### src/rtl/sd_cmd_phys.sv
// SD host CMD-line physical layer: serializes 48-bit command frames with CRC7 and
// deserializes/checks 48- or 136-bit card responses, returning status and payload.
module sd_cmd_phys #(
  parameter int NCR_TIMEOUT = 64,
  parameter int NCC_GAP     = 8
) (
  input  logic         CLK,
  input  logic         RESET,
  input  logic         cmd_start,
  input  logic [5:0]   cmd_index,
  input  logic [31:0]  cmd_argument,
  input  logic [1:0]   resp_type,
  input  logic         cmd_in,
  output logic         cmd_out,
  output logic         cmd_oe,
  output logic         busy,
  output logic         done,
  output logic [127:0] response,
  output logic         crc_err,
  output logic         end_bit_err,
  output logic         index_err,
  output logic         timeout_err
);

  typedef enum logic [2:0] {IDLE, SEND, WAIT_RESP, RECV, GAP} state_t;

  state_t       state, state_nxt;
  logic [7:0]   cnt;
  logic [5:0]   idx_q;
  logic [1:0]   type_q;
  logic [39:0]  tx_sh;
  logic [6:0]   crc;
  logic [126:0] rx;

  logic       accept, long_rsp, recv_last, wait_to, gap_end, crc_win;
  logic [7:0] last_bit;

  function automatic logic [6:0] crc7_step(input logic [6:0] c, input logic b);
    logic fb;
    fb = b ^ c[6];
    return {c[5:3], c[2] ^ fb, c[1:0], fb};
  endfunction

  // done is registered into the first IDLE cycle; starts in that cycle are ignored
  assign accept    = (state == IDLE) && cmd_start && !done;
  assign long_rsp  = (type_q == 2'b10);
  assign last_bit  = long_rsp ? 8'd135 : 8'd47;
  assign recv_last = (cnt == last_bit);
  assign wait_to   = (cnt == 8'(NCR_TIMEOUT - 1));
  assign gap_end   = (cnt == 8'(NCC_GAP - 1));
  // CRC covers frame bits [47:8] for short responses, [127:8] for long ones
  assign crc_win   = long_rsp ? (cnt >= 8'd8 && cnt <= 8'd127) : (cnt <= 8'd39);

  always_ff @(posedge CLK or negedge RESET) begin
    if (!RESET) state <= IDLE;
    else        state <= state_nxt;
  end

  always_comb begin
    state_nxt = state;
    case (state)
      IDLE:      if (accept) state_nxt = SEND;
      SEND:      if (cnt == 8'd47) state_nxt = (type_q == 2'b00) ? GAP : WAIT_RESP;
      WAIT_RESP: if (!cmd_in) state_nxt = RECV;
                 else if (wait_to) state_nxt = GAP;
      RECV:      if (recv_last) state_nxt = GAP;
      GAP:       if (gap_end) state_nxt = IDLE;
      default:   state_nxt = IDLE;
    endcase
  end

  always_comb begin
    cmd_oe  = (state == SEND);
    busy    = (state != IDLE);
    cmd_out = 1'b1;
    if (state == SEND) begin
      if (cnt < 8'd40)      cmd_out = tx_sh[39];
      else if (cnt < 8'd47) cmd_out = crc[6];
    end
  end

  always_ff @(posedge CLK or negedge RESET) begin
    if (!RESET) begin
      cnt         <= '0;
      idx_q       <= '0;
      type_q      <= '0;
      tx_sh       <= '0;
      crc         <= '0;
      rx          <= '0;
      done        <= 1'b0;
      response    <= '0;
      crc_err     <= 1'b0;
      end_bit_err <= 1'b0;
      index_err   <= 1'b0;
      timeout_err <= 1'b0;
    end else begin
      done <= 1'b0;
      case (state)
        IDLE: if (accept) begin
          idx_q       <= cmd_index;
          type_q      <= resp_type;
          tx_sh       <= {2'b01, cmd_index, cmd_argument};
          crc         <= '0;
          rx          <= '0;
          cnt         <= '0;
          crc_err     <= 1'b0;
          end_bit_err <= 1'b0;
          index_err   <= 1'b0;
          timeout_err <= 1'b0;
        end
        SEND: begin
          cnt <= cnt + 8'd1;
          if (cnt < 8'd40) begin
            crc   <= crc7_step(crc, tx_sh[39]);
            tx_sh <= tx_sh << 1;
          end else begin
            crc <= {crc[5:0], 1'b0};
          end
          if (cnt == 8'd47) begin
            cnt <= '0;
            crc <= '0;
          end
        end
        WAIT_RESP: begin
          cnt <= cnt + 8'd1;
          if (!cmd_in) begin
            // start bit is bit 0 of the count; a zero leaves the zero-init CRC unchanged
            cnt <= 8'd1;
            crc <= '0;
            rx  <= {rx[125:0], cmd_in};
          end else if (wait_to) begin
            timeout_err <= 1'b1;
            cnt         <= '0;
          end
        end
        RECV: begin
          cnt <= cnt + 8'd1;
          if (crc_win) crc <= crc7_step(crc, cmd_in);
          if (!recv_last) begin
            rx <= {rx[125:0], cmd_in};
          end else begin
            // rx[k] holds frame bit k+1; the end bit is still on cmd_in
            cnt         <= '0;
            end_bit_err <= ~cmd_in;
            crc_err     <= (type_q != 2'b11) && (crc != rx[6:0]);
            index_err   <= (type_q == 2'b01) && (rx[44:39] != idx_q);
            response    <= long_rsp ? {8'h00, rx[126:7]} : {96'h0, rx[38:7]};
          end
        end
        GAP: begin
          cnt <= cnt + 8'd1;
          if (gap_end) begin
            done <= 1'b1;
            cnt  <= '0;
          end
        end
        default: cnt <= '0;
      endcase
    end
  end

endmodule

### config.mk
export PLATFORM = sky130hd
export DESIGN_NAME = sd_cmd_phys
export DESIGN_NICKNAME = d
export VERILOG_FILES = /design/src/rtl/sd_cmd_phys.sv
export SDC_FILE = /design/constraint.sdc
export NUM_CORES = 1
export LEC_CHECK = 0
export ABC_AREA = 0
export CAP_MARGIN = 40
export CORE_ASPECT_RATIO = 1.75
export CORE_UTILIZATION = 55
export DETAILED_ROUTE_END_ITERATION = 7
export PLACE_DENSITY = 0.86
export RECOVER_POWER = 25
export SLEW_MARGIN = 30
export SYNTH_ARGS = -nofsm -noshare
export SYNTH_HDL_FRONTEND = slang
export SYNTH_SLANG_ARGS = --single-unit
### constraint.sdc
create_clock -name CLK -period 2.7 [get_ports CLK]
set_input_delay 0.54 -clock CLK [delete_from_list [all_inputs] [get_ports CLK]]
set_output_delay 0.54 -clock CLK [all_outputs]
set_load 0.05 [all_outputs]
==> results of run 1 <==
==> placed cells by master, fill, tap and decap left out, drive strengths merged, types with 3 or more instances in the layout <==
master and count:
clkinv 7, mux2i 4, a32o 3, o31ai 4, mux2 7, a31oi 38
a21oi 6, clkdlybuf4s50 167, buf 31, o2bb2ai 3, inv 14, nor3 7
nor2 56, a22o 126, nor2b 3, clkbuf 41, dfrtp 318, nand2 391
nand3 88, or3 5, xnor2 9, conb 8, nand4 4, xor2 12
o21ai 17
==> registers in the layout, indices dropped and copies added (netlist names) <==
| signal | cells |
|---|---|
| end_bit_err | 1 |
| timeout_err | 1 |
| rx | 127 |
| crc | 7 |
| type_q | 2 |
| state | 3 |
| response | 120 |
| tx_sh | 40 |
| cnt | 8 |
| idx_q | 6 |
| done | 1 |
| index_err | 1 |
| crc_err | 1 |
==> where the power goes <==
part	leakage, nW	switching (W)	internal [W]
registers	4.31	0.000354	0.00523
clock network	0.449	0.00172	0.00224
logic	3.02	0.00228	0.00118
==> worst max-delay path by stage <==
stage | to | cells after the start | startpoint
global route | cmd_out | 6 | cnt[7]$_DFFE_PN0N_
CTS | cmd_out | 6 | cnt[3]$_DFFE_PN0N_
detailed placement | rx[37]$_DFFE_PN0P_ | 6 | cmd_start
global placement | rx[79]$_DFFE_PN0P_ | 6 | cmd_start
finish | cmd_out | 6 | cnt[7]$_DFFE_PN0N_
floorplan | cmd_out | 6 | state[2]$_DFFE_PN0P_
==> area by class of cell <==
type / count / area (µm²)
inverters: 13 / 48.8
well taps: 300 / 375
clock buffers: 38 / 787
clock inverters: 12 / 130
flip-flops and latches: 318 / 7960
fillers: 1664 / 6960
repair buffers: 203 / 2120
multi-input cells: 818 / 4450
==> metrics by stage <==
stage	setup slack, ps	power, W	cell area, µm²	instances	hold slack (ps)
detailed placement	151	0.00905	14900	1650	455
CTS	79.6	0.0130	15900	1701	469
finish	154	0.0130	15900	1702	465
floorplan	101	0.00806	12900	1248	244
global route	12.0	0.0137	15900	1702	496
global placement	216	0.00894	14900	1650	450
==> logic make-up (layout without fill, tap and decap cells) <==
| group | count (synthesis) | in the layout |
|---|---|---|
| buffers and inverters | 112 | 266 |
| muxes | 11 | 11 |
| xor gates and xnor gates | 21 | 21 |
| and+or+nand+nor | 567 | 567 |
| DFF | 318 | 318 |
| AOI/OAI and AO/OA | 209 | 209 |
| other | 1 | 8 |
| adders and majority gates | 2 | 2 |
==> worst max-delay path: cells and delay by family, from the launching register on <==
family / cells / cell delay [ps]
compound gates: 1 / 190
simple gates: 3 / 440
buf+inv: 2 / 370
flops: 1 / 470
==> what timing repair did <==
| item | in CTS | in global routing |
|---|---|---|
| resized for setup | 1 | 2 |
| gates cloned | 0 | 0 |
| pin swaps | 0 | 0 |
| endpoints found under the setup margin | 1 | 1 |
| endpoints found under the hold margin | 60 | 0 |
| hold buffers | 1 | 0 |
==> per-layer routing <==
metal	GRT usage	vias up
met2	0.436	277
met3	0.0209	80
met1	0.309	4889
li1	-	4484
met5	0	-
met4	0.118	0
==> results.env, run 1 <==
CRIT-REG2REG-LAUNCH='state[2]$_DFFE_PN0P_'
POSTSYNTH.ASYNCRESETSHARE=1.00
POSTLAYOUTCOREUTIL=0.695
GRT_FIRST_PASS_WIRELENGTH_UM=48400
FMAXACHIEVABLE_MHz=393
FLOORPLAN.DIE_AREA_UM2=24100
CRIT_REQUIRED_PS=2160
FIN_WORST_SKEW_PS=13.0
TOTAL_VIA_COUNT_IN_THE_ROUTED_DESIGN=9730
FINAL_SETUP_VIOLATION_COUNT=0
DRIVE_GT1_FRAC=0.0720
ANTENNA_CELLS_INSERTED=0
CLOCKBUFFERDEPTH=3
RR_WORST_DEPTH=5
SYNTHTOPCELLSBYCOUNT='391 x nand2_1, 318 x dfrtp_1, 126 x a22o_1, 88 x nand3_1, 55 x nor2_1'
PLACE.DETAILED.HPWL_UM=18400
TIMING.SETUP.CRITICAL_PATH_CLASS='reg -> out'
COUNT_OF_CELL_TYPES_IN_THE_NETLIST=57
AVGVIACOUNTPERCELL=5.72
SYNTH_XOR_XNOR_AREA_SHARE=0.0143
YOSYSMOSTFREQUENTCELL='nand2_1'
CRITICAL_HOLD_PATH_STARTPOINT='response[71]$_DFFE_PN0P_'
DRT_PRE_ANTENNA_ITERS=6
VIOLATIONS='capacitance limit, slew limit'
TIMING.HOLD.WORST_PATH_DEPTH=2
TIMING.RR.END='rx[92]$_DFFE_PN0P_'
SYNTH-EDFF-COUNT=0
CLOCK_NETWORK_LATENCY_TO_THE_LATER_PIN_OF_THE_WORST_SKEW_PAIR_PS=540
SYNTH_COMPOUND_GATE_AREA_SHARE=0.131
TIMING.MAX_CAP.VIOLATIONS=1
SYNTH_FF_TYPE='dfrtp_1'
HOLD_CLASS='reg -> reg'
GRT.TOTAL_USAGE=0.248
PERIOD_MINUS_SLACK_PS=2550
SYNTH_SEQ_AREA_SHARE=0.617
GRT_MAX_DEGREE=127
SYNTH_SIMPLE_GATE_AREA_SHARE=0.184
TRITONCTS_CLOCK_TREE='yes'
PATH_CLK_SLEW_PS=70
ANTENNA_VIOLATIONS_BEFORE_REPAIR=0
POST_SYNTHESIS_REGISTER_BIT_COUNT=318
FINAL_MAX_SLEW_VIOL_COUNT=64
DIE_W_UM=118
REG2REG_SLACK_PS=250
CRIT_PATH_CELL_TRACE='nor2_1 > nand2_1 > buf_4 > o21ai_0 > nand2_1 > buf_4'
SYNTHDOMINANTCELLAREASHARE=0.617
CTS.HTREE.LEVELS=1
AREA.GROWTH.SYNTH_TO_FINAL_PCT=23.2
ARRIVAL_PS=2010
SYNTHESIS.AREA_UM2=12900
SYNTHESIS.INSTANCES=1241
GRT_REMAINING_OVERFLOW=0
CTS_POST_SETUP_BUFFERS_INSERTED=0
CRITPATHMAXSTAGEDELAY_PS=470
START_UTIL=0.564
NETLIST.TOP_CELL.BY_AREA='dfrtp_1'
FINAL_HOLD_VIOL_COUNT=0
M1WIRELENGTH_UM=11500
WORST_SLEW_MARGIN_REL=-0.195
SETUP_REPAIR_AFTER_GLOBAL_ROUTING_MISSED_ITS_MARGIN='no'
BOUNDARYPINS=180
WORST_PATH_MAX_DELAY_CELL='dfrtp_1'
DIE_HEIGHT_UM=205
RANKING_OF_SYNTHESIZED_CELLS_BY_AREA='dfrtp_1 62%, nand2_1 11%, a22o_1 8.6%'
DR_WL_MET2_UM=15200
NUM_CTS_BUFFERS=27
TIMING.CRITICAL_PATH.TO_TYPE='primary output'
POSTROUTEANTENNANETS=0
SYNTHMUXAREASHARE=0.00922
POWER.DENSITY_CELL_AREA_nW_PER_UM2=818
STATUS='finished with violations'
ROUTABILITY_CONGESTION=0.871
LEAKAGEPOWER_nW=7.79
ROUTE.MET3.WL_UM=941
ROW_COUNT=73
NUMPORTBUFFERS=171
SYN_AVG_CELL_AREA_UM2=10.4
MAXIMUM_FANOUT_ENCOUNTERED_ON_THE_CRITICAL_TIMING_PATH=7
DRC=0
TOTALWIRELENGTH_UM=28800
NUMBER_OF_GLOBAL_ROUTE_VIAS_BEFORE_REPAIR=9845
COMBINATIONAL_FAMILY_WITH_THE_MOST_AREA_AFTER_SYNTHESIS='simple AND/OR/NAND/NOR gates'
CLOCKROOTBUFFER='clkbuf_16'
DETAIL_ROUTE.ITER0.VIOLATIONS=659
TIGHTEST_SLEW_PS=1790
SYNTH.YOSYS.WARNINGS=0
TOP_LAYER='met4'
START_KIND='flop'
FIN_SETUP_TNS_PS=0
IRDROPWORSTVDD_mV=0.940
FINAL.PERIOD_UTILIZATION=0.943
ROUTE.DETAILED.WL_PER_INST_UM=16.9
CORE_REGION_AREA_UM2=22800
SYNTHESIZED_AREA_FRACTION_OCCUPIED_BY_ADDER_CELLS=0.00194
HOLD_PATH_END='response[71]$_DFFE_PN0P_'
NUM-NETS-FINAL=1427
CTS.SINK_COUNT=318
(Power assumes the default switching activity.)
==> inputs of run 2 (changes only) <==
--- a/config.mk
+++ b/config.mk
@@ -12,7 +12,8 @@
 export DETAILED_ROUTE_END_ITERATION = 7
 export PLACE_DENSITY = 0.86
 export RECOVER_POWER = 25
-export SLEW_MARGIN = 30
+export SKIP_LAST_GASP = 1
+export SLEW_MARGIN = 20
 export SYNTH_ARGS = -nofsm -noshare
 export SYNTH_HDL_FRONTEND = slang
 export SYNTH_SLANG_ARGS = --single-unit
==> results.env, run 2 (synthesis results as in run 1) <==
CRIT_REQUIRED_PS=2160  # about the same
FILLCELLCOUNT=1661  # -0.18%
REG2REG_SLACK_PS=250  # about the same
DIE_HEIGHT_UM=205  # unchanged
LARGEST_REG_FLOPS=127  # unchanged
AREA.GROWTH.SYNTH_TO_FINAL_PCT=23.2  # unchanged
FINAL_SETUP_VIOLATION_COUNT=0  # unchanged
AVGVIACOUNTPERCELL=5.71  # -0.20%
CTS.HTREE.LEVELS=1  # unchanged
TOP_REGS='rx: 127 flops, response: 120 flops, tx_sh: 40 flops'
POWER.DENSITY_CELL_AREA_nW_PER_UM2=818  # about the same
HOLD_CLASS='reg -> reg'
TIMING.CRITICAL_PATH.TO_TYPE='primary output'
TRITONCTS_CLOCK_TREE='yes'
ANTENNA_CELLS_INSERTED=0  # unchanged
PERIOD_MINUS_SLACK_PS=2540  # -0.581 ps
FINAL.PERIOD_UTILIZATION=0.943  # about the same
CTS_POST_SETUP_BUFFERS_INSERTED=0  # unchanged
GRT_MAX_DEGREE=127  # unchanged
FMAXACHIEVABLE_MHz=393  # about the same
FINAL_HOLD_VIOL_COUNT=0  # unchanged
POSTROUTEANTENNANETS=0  # unchanged
SWITCHING_SHARE=0.335  # about the same
ROUTE.DETAILED.WL_PER_INST_UM=17.0  # +0.32%
WORST_PATH_MAX_DELAY_CELL='dfrtp_1'
CTS.SINK_COUNT=318  # unchanged
SWITCHING_POWER_W=0.00435  # about the same
CRITPATHMAXSTAGEDELAY_PS=470  # about the same
SETUP_REPAIR_AFTER_GLOBAL_ROUTING_MISSED_ITS_MARGIN='no'
TIGHTEST_SLEW_PS=1830  # +39.2 ps
MOST-COMMON-LAYOUT-CELLS='391 x nand2_1, 318 x dfrtp_1, 167 x clkdlybuf4s50_1, 126 x a22o_1, 87 x nand3_1'
CLOCK_NETWORK_LATENCY_TO_THE_LATER_PIN_OF_THE_WORST_SKEW_PAIR_PS=540  # about the same
P_CLK_FRAC=0.304  # about the same
START_UTIL=0.564  # unchanged
HOLD_SLACK_PS=464  # -0.163 ps
DIE_W_UM=118  # unchanged
ROW_COUNT=73  # unchanged
FIN_AREA_UM2=15900  # unchanged
FLOORPLAN.DIE_AREA_UM2=24100  # unchanged
IRDROPWORSTVDD_mV=0.943  # +0.37%
NUMPORTBUFFERS=171  # unchanged
DRIVE_GT1_FRAC=0.0720  # unchanged
GRT.TOTAL_USAGE=0.248  # unchanged
LAYOUT.CELLS.MOST_COMMON='nand2_1'
NUMBER_OF_GLOBAL_ROUTE_VIAS_BEFORE_REPAIR=9845  # unchanged
TOTALWIRELENGTH_UM=28900  # +0.32%
PATH_CLK_SLEW_PS=70  # about the same
VIOLATIONS='capacitance limit, slew limit'
CORE_REGION_AREA_UM2=22800  # unchanged
GRT_REMAINING_OVERFLOW=0  # unchanged
ROUTE.MET3.WL_UM=1070  # +14%
CRIT_PATH_CELL_TRACE='nor2_1 > nand2_1 > buf_4 > o21ai_0 > nand2_1 > buf_4'
FIN_SETUP_TNS_PS=0  # unchanged
BOUNDARYPINS=180  # unchanged
START_KIND='flop'
COMB_POWER_SHARE=0.266  # about the same
SHARE_SEQ_OF_TOTAL_POWER=0.430  # about the same
WORST_SLEW_MARGIN_REL=-0.221  # -0.0261
LEAKAGEPOWER_nW=7.79  # unchanged
PLACED_CELLS_INCL_TAPS=1650  # unchanged
FINAL-INSTANCE-COUNT-EXCL-FILL=1702  # unchanged
STATUS='finished with violations'
DRT_PRE_ANTENNA_ITERS=5  # -1
FINAL_MAX_SLEW_VIOL_COUNT=64  # unchanged
TIMING.MAX_CAP.VIOLATIONS=1  # unchanged
ANTENNA_VIOLATIONS_BEFORE_REPAIR=0  # unchanged
CLOCKROOTBUFFER='clkbuf_16'
MAXIMUM_FANOUT_ENCOUNTERED_ON_THE_CRITICAL_TIMING_PATH=7  # unchanged
DESIGN_POWER_TOTAL_W=0.0130  # about the same
NUM_CTS_BUFFERS=27  # unchanged
ARRIVAL_PS=2000  # about the same
ROUTABILITY_CONGESTION=0.871  # unchanged
PLACE.DETAILED.HPWL_UM=18400  # unchanged
TIMING.SETUP.CRITICAL_PATH_CLASS='reg -> out'
DR_WL_MET2_UM=15300  # +0.43%
TOP_LAYER='met4'
LARGEST-REGISTER='rx'
TOTAL_VIA_COUNT_IN_THE_ROUTED_DESIGN=9711  # -0.20%
NUM-NETS-FINAL=1427  # unchanged
PLACE_AREA_UM2=14900  # unchanged
GRT_FIRST_PASS_WIRELENGTH_UM=48400  # unchanged
DETAIL_ROUTE.ITER0.VIOLATIONS=676  # +2.6%
DRC=0  # unchanged
CLOCKBUFFERDEPTH=3  # unchanged
INTERNAL-POWER_W=0.00864  # about the same
M1WIRELENGTH_UM=11400  # -0.82%
FIN_WORST_SKEW_PS=13.9  # +0.850 ps
run 2: cell counts in the layout (fill, tap and decap cells not counted):
No cell type changed its count.
run 2: critical path, delay by kind of cell, from the launching register on:
family | cells | cell delay (ps)
AOI/OAI and AO/OA | 1 | 190
buffers and inverters | 2 | 370
DFF | 1 | 470
and+or+nand+nor | 3 | 450
run 2: worst paths after layout:
kind,from,end,cells past startpoint
hold / removal,response[71]$_DFFE_PN0P_,response[71]$_DFFE_PN0P_,2
min in group asynchronous,RESET,response[9]$_DFFE_PN0P_,2
setup / recovery,cnt[7]$_DFFE_PN0N_,cmd_out,6
hold reg to reg,response[71]$_DFFE_PN0P_,response[71]$_DFFE_PN0P_,2
setup reg to reg,state[2]$_DFFE_PN0P_,rx[92]$_DFFE_PN0P_,5
max in group asynchronous,RESET,rx[108]$_DFFE_PN0P_,3
run 2: repair_timing:
action / CTS / global route
gates resized for setup: 1 / 2
hold buffers: 1 / 0
endpoints found under the hold margin: 60 / 0
setup endpoints to repair: 1 / 1
run 2: stage by stage:
stage	util	worst slack, ps
2_1_floorplan	-	101
3_3_place_gp	0.654	216
3_5_place_dp	0.654	151
4_1_cts	0.695	79.6
5_1_grt	0.695	12.0
6_report	0.695	155
run 2: power groups by stage:
stage	Sequential [W]	Combinational (W)	Clock (W)
6_report	0.00558	0.00346	0.00396
5_1_grt	0.00563	0.00382	0.00421
4_1_cts	0.00557	0.00343	0.00403
3_5_place_dp	0.00565	0.00340	0
3_3_place_gp	0.00563	0.00330	0
2_1_floorplan	0.00558	0.00248	0
run 2: routing by layer:
layer | vias up | GRT usage
li1 | 4484 | -
met1 | 4861 | 0.309
met2 | 292 | 0.436
met3 | 74 | 0.0209
met4 | 0 | 0.118
met5 | - | 0
run 2: layout make-up:
class | instances | area, µm² | area share
multi-input cells | 818 | 4450 | 0.280
repair buffers | 203 | 2120 | 0.134
inverters | 13 | 48.8 | 0.00307
well taps | 300 | 375 | 0.0236
clock buffers | 38 | 787 | 0.0496
flip-flops and latches | 318 | 7960 | 0.501
clock inverters | 12 | 130 | 0.00820
==> inputs of run 3 (changes only) <==
--- a/config.mk
+++ b/config.mk
@@ -6,7 +6,6 @@
 export NUM_CORES = 1
 export LEC_CHECK = 0
 export ABC_AREA = 0
-export CAP_MARGIN = 40
 export CORE_ASPECT_RATIO = 1.75
 export CORE_UTILIZATION = 55
 export DETAILED_ROUTE_END_ITERATION = 7
==> results.env, run 3 (synthesis results as in run 1) <==
CLOCKBUFFERDEPTH=3  # unchanged
WORST_PATH_MAX_DELAY_CELL='dfrtp_1'
CRIT-REG2REG-LAUNCH='cnt[5]$_DFFE_PN0N_'
TIMING.CRITICAL_PATH.TO_TYPE='primary output'
DETAIL_ROUTE.ITER0.VIOLATIONS=652  # -3.6%
WORST_SLEW_MARGIN_REL=-0.196  # +0.0246
CORE_REGION_AREA_UM2=22800  # unchanged
TOTALWIRELENGTH_UM=28800  # -0.20%
TRITONCTS_CLOCK_TREE='yes'
IRDROPWORSTVDD_mV=0.943  # about the same
MOST-COMMON-LAYOUT-CELLS='391 x nand2_1, 318 x dfrtp_1, 167 x clkdlybuf4s50_1, 126 x a22o_1, 87 x nand3_1'
SETUP_REPAIR_AFTER_GLOBAL_ROUTING_MISSED_ITS_MARGIN='no'
ANTENNA_VIOLATIONS_BEFORE_REPAIR=0  # unchanged
TIMING.MAX_CAP.VIOLATIONS=1  # unchanged
MAXIMUM_FANOUT_ENCOUNTERED_ON_THE_CRITICAL_TIMING_PATH=7  # unchanged
TOTAL_VIA_COUNT_IN_THE_ROUTED_DESIGN=9785  # +0.76%
TIMING.HOLD.WORST_PATH_DEPTH=2  # unchanged
FLOORPLAN.DIE_AREA_UM2=24100  # unchanged
DRC=0  # unchanged
DIE_HEIGHT_UM=205  # unchanged
CTS.HTREE.LEVELS=1  # unchanged
PERIOD_MINUS_SLACK_PS=2540  # -1.31 ps
ANTENNA_CELLS_INSERTED=0  # unchanged
NUM-NETS-FINAL=1426  # -0.070%
ARRIVAL_PS=2000  # about the same
FILLCELLCOUNT=1665  # +0.24%
TIMING.SETUP.CRITICAL_PATH_CLASS='reg -> out'
CLOCK_NETWORK_LATENCY_TO_THE_LATER_PIN_OF_THE_WORST_SKEW_PAIR_PS=540  # about the same
GRT_FIRST_PASS_WIRELENGTH_UM=48400  # unchanged
NUM_CTS_BUFFERS=27  # unchanged
FINAL.PERIOD_UTILIZATION=0.942  # about the same
CTS_POST_SETUP_BUFFERS_INSERTED=0  # unchanged
CTS.SINK_COUNT=318  # unchanged
FINAL_SETUP_VIOLATION_COUNT=0  # unchanged
ROUTE.DETAILED.WL_PER_INST_UM=17.0  # -0.14%
GRT_REMAINING_OVERFLOW=0  # unchanged
ROW_COUNT=73  # unchanged
GRT_MAX_DEGREE=127  # unchanged
DIE_W_UM=118  # unchanged
DRIVE_GT1_FRAC=0.0714  # -0.000662
HOLD_PATH_END='response[71]$_DFFE_PN0P_'
CRITPATHMAXSTAGEDELAY_PS=470  # about the same
START_UTIL=0.564  # unchanged
AVGVIACOUNTPERCELL=5.75  # +0.82%
KIND_OF_CELL_ADDING_THE_MOST_DELAY_TO_THE_CRITICAL_PATH='flip-flops'
LARGEST-REGISTER='rx'
CRITICAL_HOLD_PATH_STARTPOINT='response[71]$_DFFE_PN0P_'
NUMBER_OF_GLOBAL_ROUTE_VIAS_BEFORE_REPAIR=9845  # unchanged
PLACE.DETAILED.HPWL_UM=18400  # unchanged
FMAXACHIEVABLE_MHz=393  # about the same
RR_WORST_DEPTH=5  # unchanged
CRIT_PATH_CELL_TRACE='nor2_1 > nand2_1 > buf_4 > o21ai_0 > nand2_1 > buf_4'
LEAKAGEPOWER_nW=7.78  # -0.15%
TOP_REGS='rx: 127 flops, response: 120 flops, tx_sh: 40 flops'
DRT_PRE_ANTENNA_ITERS=5  # unchanged
FIN_SETUP_TNS_PS=0  # unchanged
HOLD_SLACK_PS=465  # +0.158 ps
FIN_WORST_SKEW_PS=13.6  # -0.302 ps
FINAL_HOLD_VIOL_COUNT=0  # unchanged
NUMPORTBUFFERS=171  # unchanged
HOLD_CLASS='reg -> reg'
TIMING.RR.END='rx[92]$_DFFE_PN0P_'
ROUTABILITY_CONGESTION=0.871  # unchanged
PLACE_WS_PS=151  # unchanged
POSTROUTEANTENNANETS=0  # unchanged
TIMING.CRITICAL_PATH.BUF_INV=2  # unchanged
CRIT_REQUIRED_PS=2160  # about the same
STATUS='finished with violations'
GRT.TOTAL_USAGE=0.248  # unchanged
CLOCKROOTBUFFER='clkbuf_16'
REG2REG_SLACK_PS=250  # about the same
SETUP_WS_PS=156  # +1.31 ps
PATH_CLK_SLEW_PS=70  # about the same
FINAL_MAX_SLEW_VIOL_COUNT=64  # unchanged
VIOLATIONS='capacitance limit, slew limit'
LARGEST_REG_FLOPS=127  # unchanged
POWER.DENSITY_CELL_AREA_nW_PER_UM2=818  # -0.10%
BOUNDARYPINS=180  # unchanged
TIGHTEST_SLEW_PS=1790  # -36.9 ps
START_KIND='flop'
DESIGN_POWER_TOTAL_W=0.0130  # -0.27%
LAYOUT.CELLS.MOST_COMMON='nand2_1'
AREA.GROWTH.SYNTH_TO_FINAL_PCT=22.9
==> run 3: layout make-up <==
cell class,instances,area [µm²],area share
sequential,318,7960,0.502
multi-input combinational,818,4450,0.281
timing repair buffer,202,2100,0.132
clock buffer,38,787,0.0497
tap,300,375,0.0237
clock inverter,12,130,0.00821
inverter,13,48.8,0.00308
==> run 3: worst min-delay path: stages, from the launching register on <==
cell	delay (ps)
dfrtp_1	340
nand2_1	50
nand2_1	50
==> run 3: per-layer routing <==
layer | GRT usage | share of wire | routed length (µm) | up-vias
li1 | - | - | - | 4487
met1 | 0.309 | 0.39 | 11300 | 4924
met2 | 0.436 | 0.53 | 15300 | 292
met3 | 0.0209 | 0.035 | 1020 | 82
met4 | 0.118 | 0.042 | 1210 | 0
met5 | 0 | 0 | 0 | -
==> run 3: stage by stage <==
step	cells	util	area (µm²)
global route	1701	0.694	15800
finish	1701	0.694	15800
CTS	1701	0.695	15900
detailed placement	1650	0.654	14900
floorplan	1248	-	12900
global placement	1650	0.654	14900
==> run 3: repair_timing <==
action	4_1_cts	5_1_grt
hold buffers	1	0
setup endpoints to repair	1	1
resized for setup	1	2
endpoints found under the hold margin	60	0
==> run 3: how the worst max path moves through the flow <==
| stage | from | cells past startpoint | to | slack [ps] |
|---|---|---|---|---|
| after global routing | cnt[7]$_DFFE_PN0N_ | 6 | cmd_out | 10 |
| after global placement | cmd_start | 6 | rx[79]$_DFFE_PN0P_ | 220 |
| after detailed placement | cmd_start | 6 | rx[37]$_DFFE_PN0P_ | 150 |
| after floorplan | state[2]$_DFFE_PN0P_ | 6 | cmd_out | 100 |
| after CTS | cnt[3]$_DFFE_PN0N_ | 6 | cmd_out | 80 |
| final | cnt[7]$_DFFE_PN0N_ | 6 | cmd_out | 160 |
==> run 3: report_power, final <==
part | switching, W | total [W] | internal (W)
combinational | 0.00227 | 0.00341 | 0.00114
clock | 0.00172 | 0.00396 | 0.00224
sequential | 0.000356 | 0.00558 | 0.00523
total | 0.00435 | 0.0130 | 0.00861
